### src/rtl/rr_mux_reg.sv
// rr_mux_reg: registered N:1 selector with valid/ready on every port.
// Contending sources are arbitrated round-robin (ARB_MODE=0) or by fixed
// priority with the lowest index winning (ARB_MODE=1). The winner is held in
// a one-entry output register that drains and refills in the same cycle.
module rr_mux_reg #(
  parameter int WIDTH    = 32,
  parameter int N        = 4,
  parameter int ARB_MODE = 0,
  localparam int SELW    = (N <= 2) ? 1 : $clog2(N)
) (
  input  logic               clk,
  input  logic               rst,
  input  logic [N-1:0]       in_valid,
  output logic [N-1:0]       in_ready,
  input  logic [N*WIDTH-1:0] in_data,
  output logic               out_valid,
  input  logic               out_ready,
  output logic [WIDTH-1:0]   out_data,
  output logic [SELW-1:0]    out_sel
);

  logic [SELW-1:0]  last;     // channel granted most recently (round-robin)
  logic [SELW-1:0]  win;      // combinational winner
  logic             any_req;  // at least one channel is requesting
  logic             load;     // output register may take a new word
  logic [WIDTH-1:0] lane_data [N];

  // Unpack the flat data bus into one word per lane.
  for (genvar i = 0; i < N; i++) begin : g_lane
    assign lane_data[i] = in_data[i*WIDTH +: WIDTH];
  end

  assign load = !out_valid || out_ready;

  // Grant: scan from last+1 with an explicit wrap so non-power-of-two N
  // goes N-1 -> 0, or take the lowest requesting index in fixed mode.
  always_comb begin
    logic [SELW:0] cand;
    win     = '0;
    any_req = 1'b0;
    cand    = '0;
    if (ARB_MODE == 0) begin
      for (int j = 0; j < N; j++) begin
        cand = {1'b0, last} + (SELW+1)'(j + 1);
        if (cand >= (SELW+1)'(N)) cand = cand - (SELW+1)'(N);
        if (!any_req && in_valid[cand[SELW-1:0]]) begin
          any_req = 1'b1;
          win     = cand[SELW-1:0];
        end
      end
    end else begin
      for (int i = 0; i < N; i++) begin
        if (!any_req && in_valid[i]) begin
          any_req = 1'b1;
          win     = SELW'(i);
        end
      end
    end
  end

  // One-hot accept to the winner; nothing is accepted while reset is applied.
  always_comb begin
    in_ready = '0;
    if (!rst && load && any_req) in_ready[win] = 1'b1;
  end

  // Output register and round-robin pointer; a drain with no refill clears
  // only the valid flag so data/sel keep the last word for observability.
  always_ff @(posedge clk) begin
    if (rst) begin
      out_valid <= 1'b0;
      out_data  <= '0;
      out_sel   <= '0;
      last      <= SELW'(N - 1);
    end else if (load && any_req) begin
      out_valid <= 1'b1;
      out_data  <= lane_data[win];
      out_sel   <= win;
      if (ARB_MODE == 0) last <= win;
    end else if (out_ready) begin
      out_valid <= 1'b0;
    end
  end

endmodule
### config.mk
export PLATFORM = sky130hd
export DESIGN_NAME = rr_mux_reg
export DESIGN_NICKNAME = d
export VERILOG_FILES = /design/src/rtl/rr_mux_reg.sv
export SDC_FILE = /design/constraint.sdc
export NUM_CORES = 1
export LEC_CHECK = 0
export BUFFER_PORTS_ARGS = -buffer_cell sky130_fd_sc_hd__buf_4
export CELL_PAD_IN_SITES_DETAIL_PLACEMENT = 0
export CELL_PAD_IN_SITES_GLOBAL_PLACEMENT = 1
export CORE_MARGIN = 2
export CORE_UTILIZATION = 26
export DETAILED_ROUTE_END_ITERATION = 8
export PLACE_DENSITY = 0.76
export SLEW_MARGIN = 20
export SYNTH_ARGS = -nofsm -noshare
export SYNTH_HDL_FRONTEND = slang
export SYNTH_SLANG_ARGS = --single-unit
### constraint.sdc
create_clock -name clk -period 2.2 [get_ports clk]
set_clock_uncertainty 0.15 [all_clocks]
set_input_delay 0.55 -clock clk [delete_from_list [all_inputs] [get_ports clk]]
set_output_delay 0.55 -clock clk [all_outputs]
set_load 0.02 [all_outputs]
==> flow_summary.ini, run 1 <==
[status]
status = finished, violations left
failed_checks = negative setup slack

[setup_path]
slowest_stage = o311a_4
critPathTopFamily = compound AO/OA/AOI/OAI gates
critPathLaunchType = input port
end_kind = output port
cp_data_arrival_time_ps = 1550
crit_required_ps = 1500
slowest_delay_ps = 270
crit_fanout = 6
critical_path_class = input port to output port
path_cells = buf_6 -> and2b_4 -> o21ai_2 -> o311a_4 -> and3_4 -> buf_6
path_common_cell = buf_6
crit_buf_inv = 2

[global_route]
first_global_vias = 2822
antenna_found_initial = 0
grt_pass1_wl_um = 13500
grt_usage = 0.161
grt_max_degree = 41
overflow = 0

[synth]
synth_top_flop_cell = dfxtp_1
postSynthCellCount = 277
avgSynthCellArea_um2 = 9.06
ys_types = 34
syn_area_um2 = 2510
seq_area_frac_synth = 0.295
ys_seq_elements = 37
async_reset_ff_frac = 0
ys.warnings.count = 0
synth_nets = 412
synth-edff-count = 0

[sta]
fin_ws_ps = -47.3
holdWs_ps = 295
finalSetupViolCount = 4
tns_ps = -80.8
finalHoldViolations = 0
worstMarginPinSlew_ps = 444
slew_violations = 0
rsz0062_at_grt = yes
period_needed_ps = 2250
relSlewSlack = 0.704
min_period_over_period = 1.02
fmax_mhz = 445

[pwr]
switching_power_w = 0.000824
ir_drop_mv = 0.261
switching_share = 0.327
power_w = 0.00252
combinationalPowerShare = 0.462
p_per_area_nw_per_um2 = 572
leakage_nw = 2.01
p_clk_frac = 0.209
power_frac_seq = 0.328
internal_power_w = 0.00169

[layout]
fillers = 942
drive_gt1_frac = 0.582
area.growth.synth_to_final_pct = 75.5
multiInputGateArea_um2 = 1740
final_cell_mix = 198 x buf_4, 43 x mux2i_1, 42 x nand3_1, 34 x dfxtp_1, 32 x mux2_2
layout_commonest_cell = buf_4
regArea_um2 = 744
n_antenna_cell = 0
final_nets = 605
fin_cells = 600

[die]
dieArea_um2 = 10500
core_um2 = 9280
die_y_um = 102
initial_utilization = 0.270
die_w_um = 102
fp-row-count = 35
io_pins = 174

[routing]
wl_per_cell_um = 14.3
firstDrtPassIters = 4
vias = 2807
ant_nets = 0
drt_first_iter_violations = 79
viasPerCell = 4.68
drcViolationCount = 0
routed_wl_um = 8560

[min_path]
hold_path_class = flip-flop to flip-flop

[clock_tree]
cts_tree = built
root_buffer = clkbuf_8
clk_pin_slew_ps = 80
ctsLongestPathBuffers = 2
clk_latency_ps = 280
clkSinkCount = 37
cts_max_level = 2
cts-buffers-inserted = 5

[job]
maxCapViolations = 0

[placement]
routabilityCongestion = 0.828
io_buffers = 173
dpl_worst_slack_ps = -119
place_hpwl_um = 6670
place_inst = 584
[per-stage QoR]
step / instance area [µm²] / utilization
2_1_floorplan: 2580 / -
3_3_place_gp: 4160 / 0.448
3_5_place_dp: 4160 / 0.448
4_1_cts: 4350 / 0.469
5_1_grt: 4400 / 0.474
6_report: 4400 / 0.474
[cell type report]
type,count,share of cell area
clock buffers,7,0.0219
inverters,1,0.000852
flip-flops and latches,37,0.169
repair buffers,210,0.376
well taps,129,0.0366
multi-input cells,215,0.394
clock inverters,1,0.00114
[worst paths after layout]
kind	startpoint	to	cells after the start	slack, ps
worst min register to register	out_sel[1]$_SDFFE_PP0P_	out_sel[1]$_SDFFE_PP0P_	2	300
worst min-delay path	out_sel[1]$_SDFFE_PP0P_	out_sel[1]$_SDFFE_PP0P_	2	300
worst max-delay path	in_valid[3]	in_ready[2]	6	-50
worst max register to register	last[0]$_SDFFE_PP1P_	out_data[24]$_SDFFE_PP0P_	8	170
[power by group through the flow]
stage / Combinational, W / Sequential, W / Clock [W]
floorplan: 0.000530 / 0.000948 / 0
global placement: 0.00113 / 0.000837 / 0
detailed placement: 0.00114 / 0.000840 / 0
CTS: 0.00116 / 0.000827 / 0.000553
global route: 0.00126 / 0.000840 / 0.000583
finish: 0.00116 / 0.000827 / 0.000527
[what timing repair did]
| action | in CTS | in global routing |
|---|---|---|
| pin swaps | 3 | 6 |
| hold buffers | 0 | 0 |
| endpoints found under the setup margin | 4 | 4 |
| resized for setup | 14 | 6 |
| setup buffers | 5 | 3 |
[synth_stat cells (2+ instances only)]
library cell / count / share of area
nand3_1: 42 / 0.084
mux2i_1: 43 / 0.17
o21ai_1: 13 / 0.026
clkbuf_1: 3 / 0.0045
and2_1: 2 / 0.0050
buf_2: 14 / 0.028
o211ai_1: 20 / 0.060
dfxtp_1: 37 / 0.30
nand3b_1: 11 / 0.033
nand2_1: 23 / 0.034
nor3_1: 2 / 0.0040
a21oi_1: 2 / 0.0040
mux2_2: 32 / 0.14
nor2b_1: 2 / 0.0050
nand2b_1: 4 / 0.010
nor2_1: 6 / 0.0090
buf_6: 3 / 0.013
buf_4: 2 / 0.0060
[worst register-to-register path: stages (launching register included)]
cell	delay, ps
dfxtp_2	340
and2b_4	200
o21ai_2	130
o311a_4	270
buf_12	120
buf_4	120
buf_12	180
mux2_2	360
o211ai_1	80
[registers in the layout, indices dropped and copies added, names as in the netlist]
| register | count |
|---|---|
| out_data | 32 |
| last | 2 |
| out_sel | 2 |
| out_valid | 1 |
[kinds of logic (layout without fill, tap and decap cells)]
group / count (synthesis) / after routing / synth area share
simple gates: 99 / 99 / 0.207
compound gates: 41 / 41 / 0.116
flops: 37 / 37 / 0.295
mux: 75 / 75 / 0.315
buf+inv: 25 / 219 / 0.0673
[per-layer routing]
metal	vias to the layer above	GRT usage	routed length (µm)
met5	-	0	0
met4	0	0.0421	135
met3	12	0.0390	512
met2	89	0.288	4400
met1	1294	0.194	3520
li1	1412	-	-
(Power assumes the default switching activity.)
==> inputs of run 2 (changes only) <==
CORE_UTILIZATION = 31   (was 26)
MAX_ROUTING_LAYER = met4   (was unset)
PLACE_DENSITY = 0.85   (was 0.76)
SKIP_CTS_REPAIR_TIMING = 1   (was unset)
clock period = 2.7 ns   (was 2.2 ns; I/O delays follow)
==> run 2 against run 1 <==
The flow now finishes without violations; flip-flop and latch count is the same; clock-buffer cell count is the same; final area shrank 8.4%; power shrank 22%; highest routed layer unchanged; hold slack gained 6.8 ps; combinational power shrank 27%; worst setup slack gained 150 ps; utilization grew 4.5 points.
==> flow_summary.ini, run 2 (synthesis results as in run 1) <==
[status]
status = completed

[sta]
min_period_over_period = 0.961
worstMarginPinSlew_ps = 493
fmax_mhz = 386
period_needed_ps = 2590
tns_ps = 0
relSlewSlack = 0.672
holdWs_ps = 302
slew_violations = 0
rsz0062_at_grt = no
finalSetupViolCount = 0
finalHoldViolations = 0

[setup_path]
rr_worst_depth = 6
path_cells = buf_4 -> o21ai_1 -> o221a_4 -> nor2_1 -> and2_1 -> buf_4
critical_path_class = input port to output port
regToRegEndpoint = out_data[28]$_SDFFE_PP0P_
crit_required_ps = 1880
slowest_delay_ps = 310
crit_buf_inv = 2
path_common_cell = buf_4
cp_data_arrival_time_ps = 1770
critPathTopFamily = compound AO/OA/AOI/OAI gates
end_kind = output port
critPathLaunchType = input port
crit_fanout = 7
r2r_setup_slack_ps = 570
r2r_start = last[0]$_SDFFE_PP1P_
slowest_stage = o221a_4

[routing]
wl_per_cell_um = 15.1
routed_wl_um = 8310
firstDrtPassIters = 4
ant_nets = 0
drcViolationCount = 0
drt_first_iter_violations = 68
vias = 2727
viasPerCell = 4.95

[clock_tree]
root_buffer = clkbuf_8
cts_tree = built
cts_max_level = 2
clkSinkCount = 37
clk_latency_ps = 280
clk_pin_slew_ps = 70
cts-buffers-inserted = 5
ctsLongestPathBuffers = 2

[die]
die_y_um = 94.0
die_w_um = 94.0
initial_utilization = 0.323
fp-row-count = 32
io_pins = 174
core_um2 = 7770
dieArea_um2 = 8830

[pwr]
ir_drop_mv = 0.227
internal_power_w = 0.00131
combinationalPowerShare = 0.436
power_w = 0.00196
leakage_nw = 1.85
switching_power_w = 0.000649
p_per_area_nw_per_um2 = 485
p_clk_frac = 0.220
switching_share = 0.332
power_frac_seq = 0.344

[global_route]
grt_usage = 0.188
grt_pass1_wl_um = 12900
antenna_found_initial = 0
overflow = 0
first_global_vias = 2734
grt_max_degree = 41

[placement]
io_buffers = 173
routabilityCongestion = 0.767
place_hpwl_um = 6630

[layout]
largest_reg_flops = 32
n_antenna_cell = 0
final_nets = 583
reg_top3 = out_data: 32 flops, last: 2 flops, out_sel: 2 flops
final_cell_mix = 187 x buf_4, 43 x mux2i_1, 42 x nand3_1, 37 x dfxtp_1, 32 x mux2_2
drive_gt1_frac = 0.530
fillers = 768
largest-register = out_data
layout_commonest_cell = buf_4
utilization = 0.520
area.growth.synth_to_final_pct = 60.8

[min_path]
whs_endpoint = out_sel[1]$_SDFFE_PP0P_
hold_path_class = flip-flop to flip-flop
hold_path_depth = 2
hold_start = out_sel[1]$_SDFFE_PP0P_

[job]
maxCapViolations = 0
-- run 2: worst max-delay path by stage --
stage,start,endpoint,slack [ps],cells after the start
after floorplan,in_valid[0],in_ready[3],60,7
after global placement,in_valid[0],in_ready[0],140,6
after detailed placement,in_valid[3],out_data[18]$_SDFFE_PP0P_,100,6
after CTS,in_valid[0],in_ready[0],100,6
after global routing,in_valid[1],in_ready[2],30,6
final,in_valid[0],in_ready[0],110,6
-- run 2: power by group through the flow --
stage	sequential [W]	combinational (W)	clock, W
2_1_floorplan	0.000771	0.000410	0
3_3_place_gp	0.000681	0.000838	0
3_5_place_dp	0.000685	0.000850	0
4_1_cts	0.000674	0.000850	0.000447
5_1_grt	0.000684	0.000918	0.000470
6_report	0.000673	0.000852	0.000431
-- run 2: per-layer routing --
metal / GRT usage / share of wire / vias up
li1: - / - / 1359
met1: 0.221 / 0.41 / 1239
met3: 0.0417 / 0.091 / 7
met4: 0.0447 / 0.0075 / 0
met2: 0.326 / 0.49 / 122
met5: - / 0 / -
-- run 2: worst reg2reg max path, delay by kind of cell, from the launching register on --
kind	cells	cell delay (ps)
compound gates	3	530
buf+inv	1	390
flops	1	360
mux	1	400
simple gates	1	220
-- run 2: layout make-up --
type | instances | area (µm²) | area share
timing repair buffer | 188 | 1430 | 0.355
clock buffer | 7 | 96.3 | 0.0239
inverter | 1 | 3.75 | 0.000930
sequential | 37 | 741 | 0.184
tap | 102 | 128 | 0.0316
multi-input combinational | 215 | 1630 | 0.404
clock inverter | 1 | 5.00 | 0.00124
-- run 2: per-stage QoR --
| step | cells | worst slack, ps | area, µm² |
|---|---|---|---|
| 2_1_floorplan | 277 | 55.9 | 2520 |
| 3_3_place_gp | 542 | 136 | 3910 |
| 3_5_place_dp | 542 | 102 | 3910 |
| 4_1_cts | 550 | 99.8 | 4010 |
| 5_1_grt | 551 | 26.8 | 4040 |
| 6_report | 551 | 106 | 4040 |
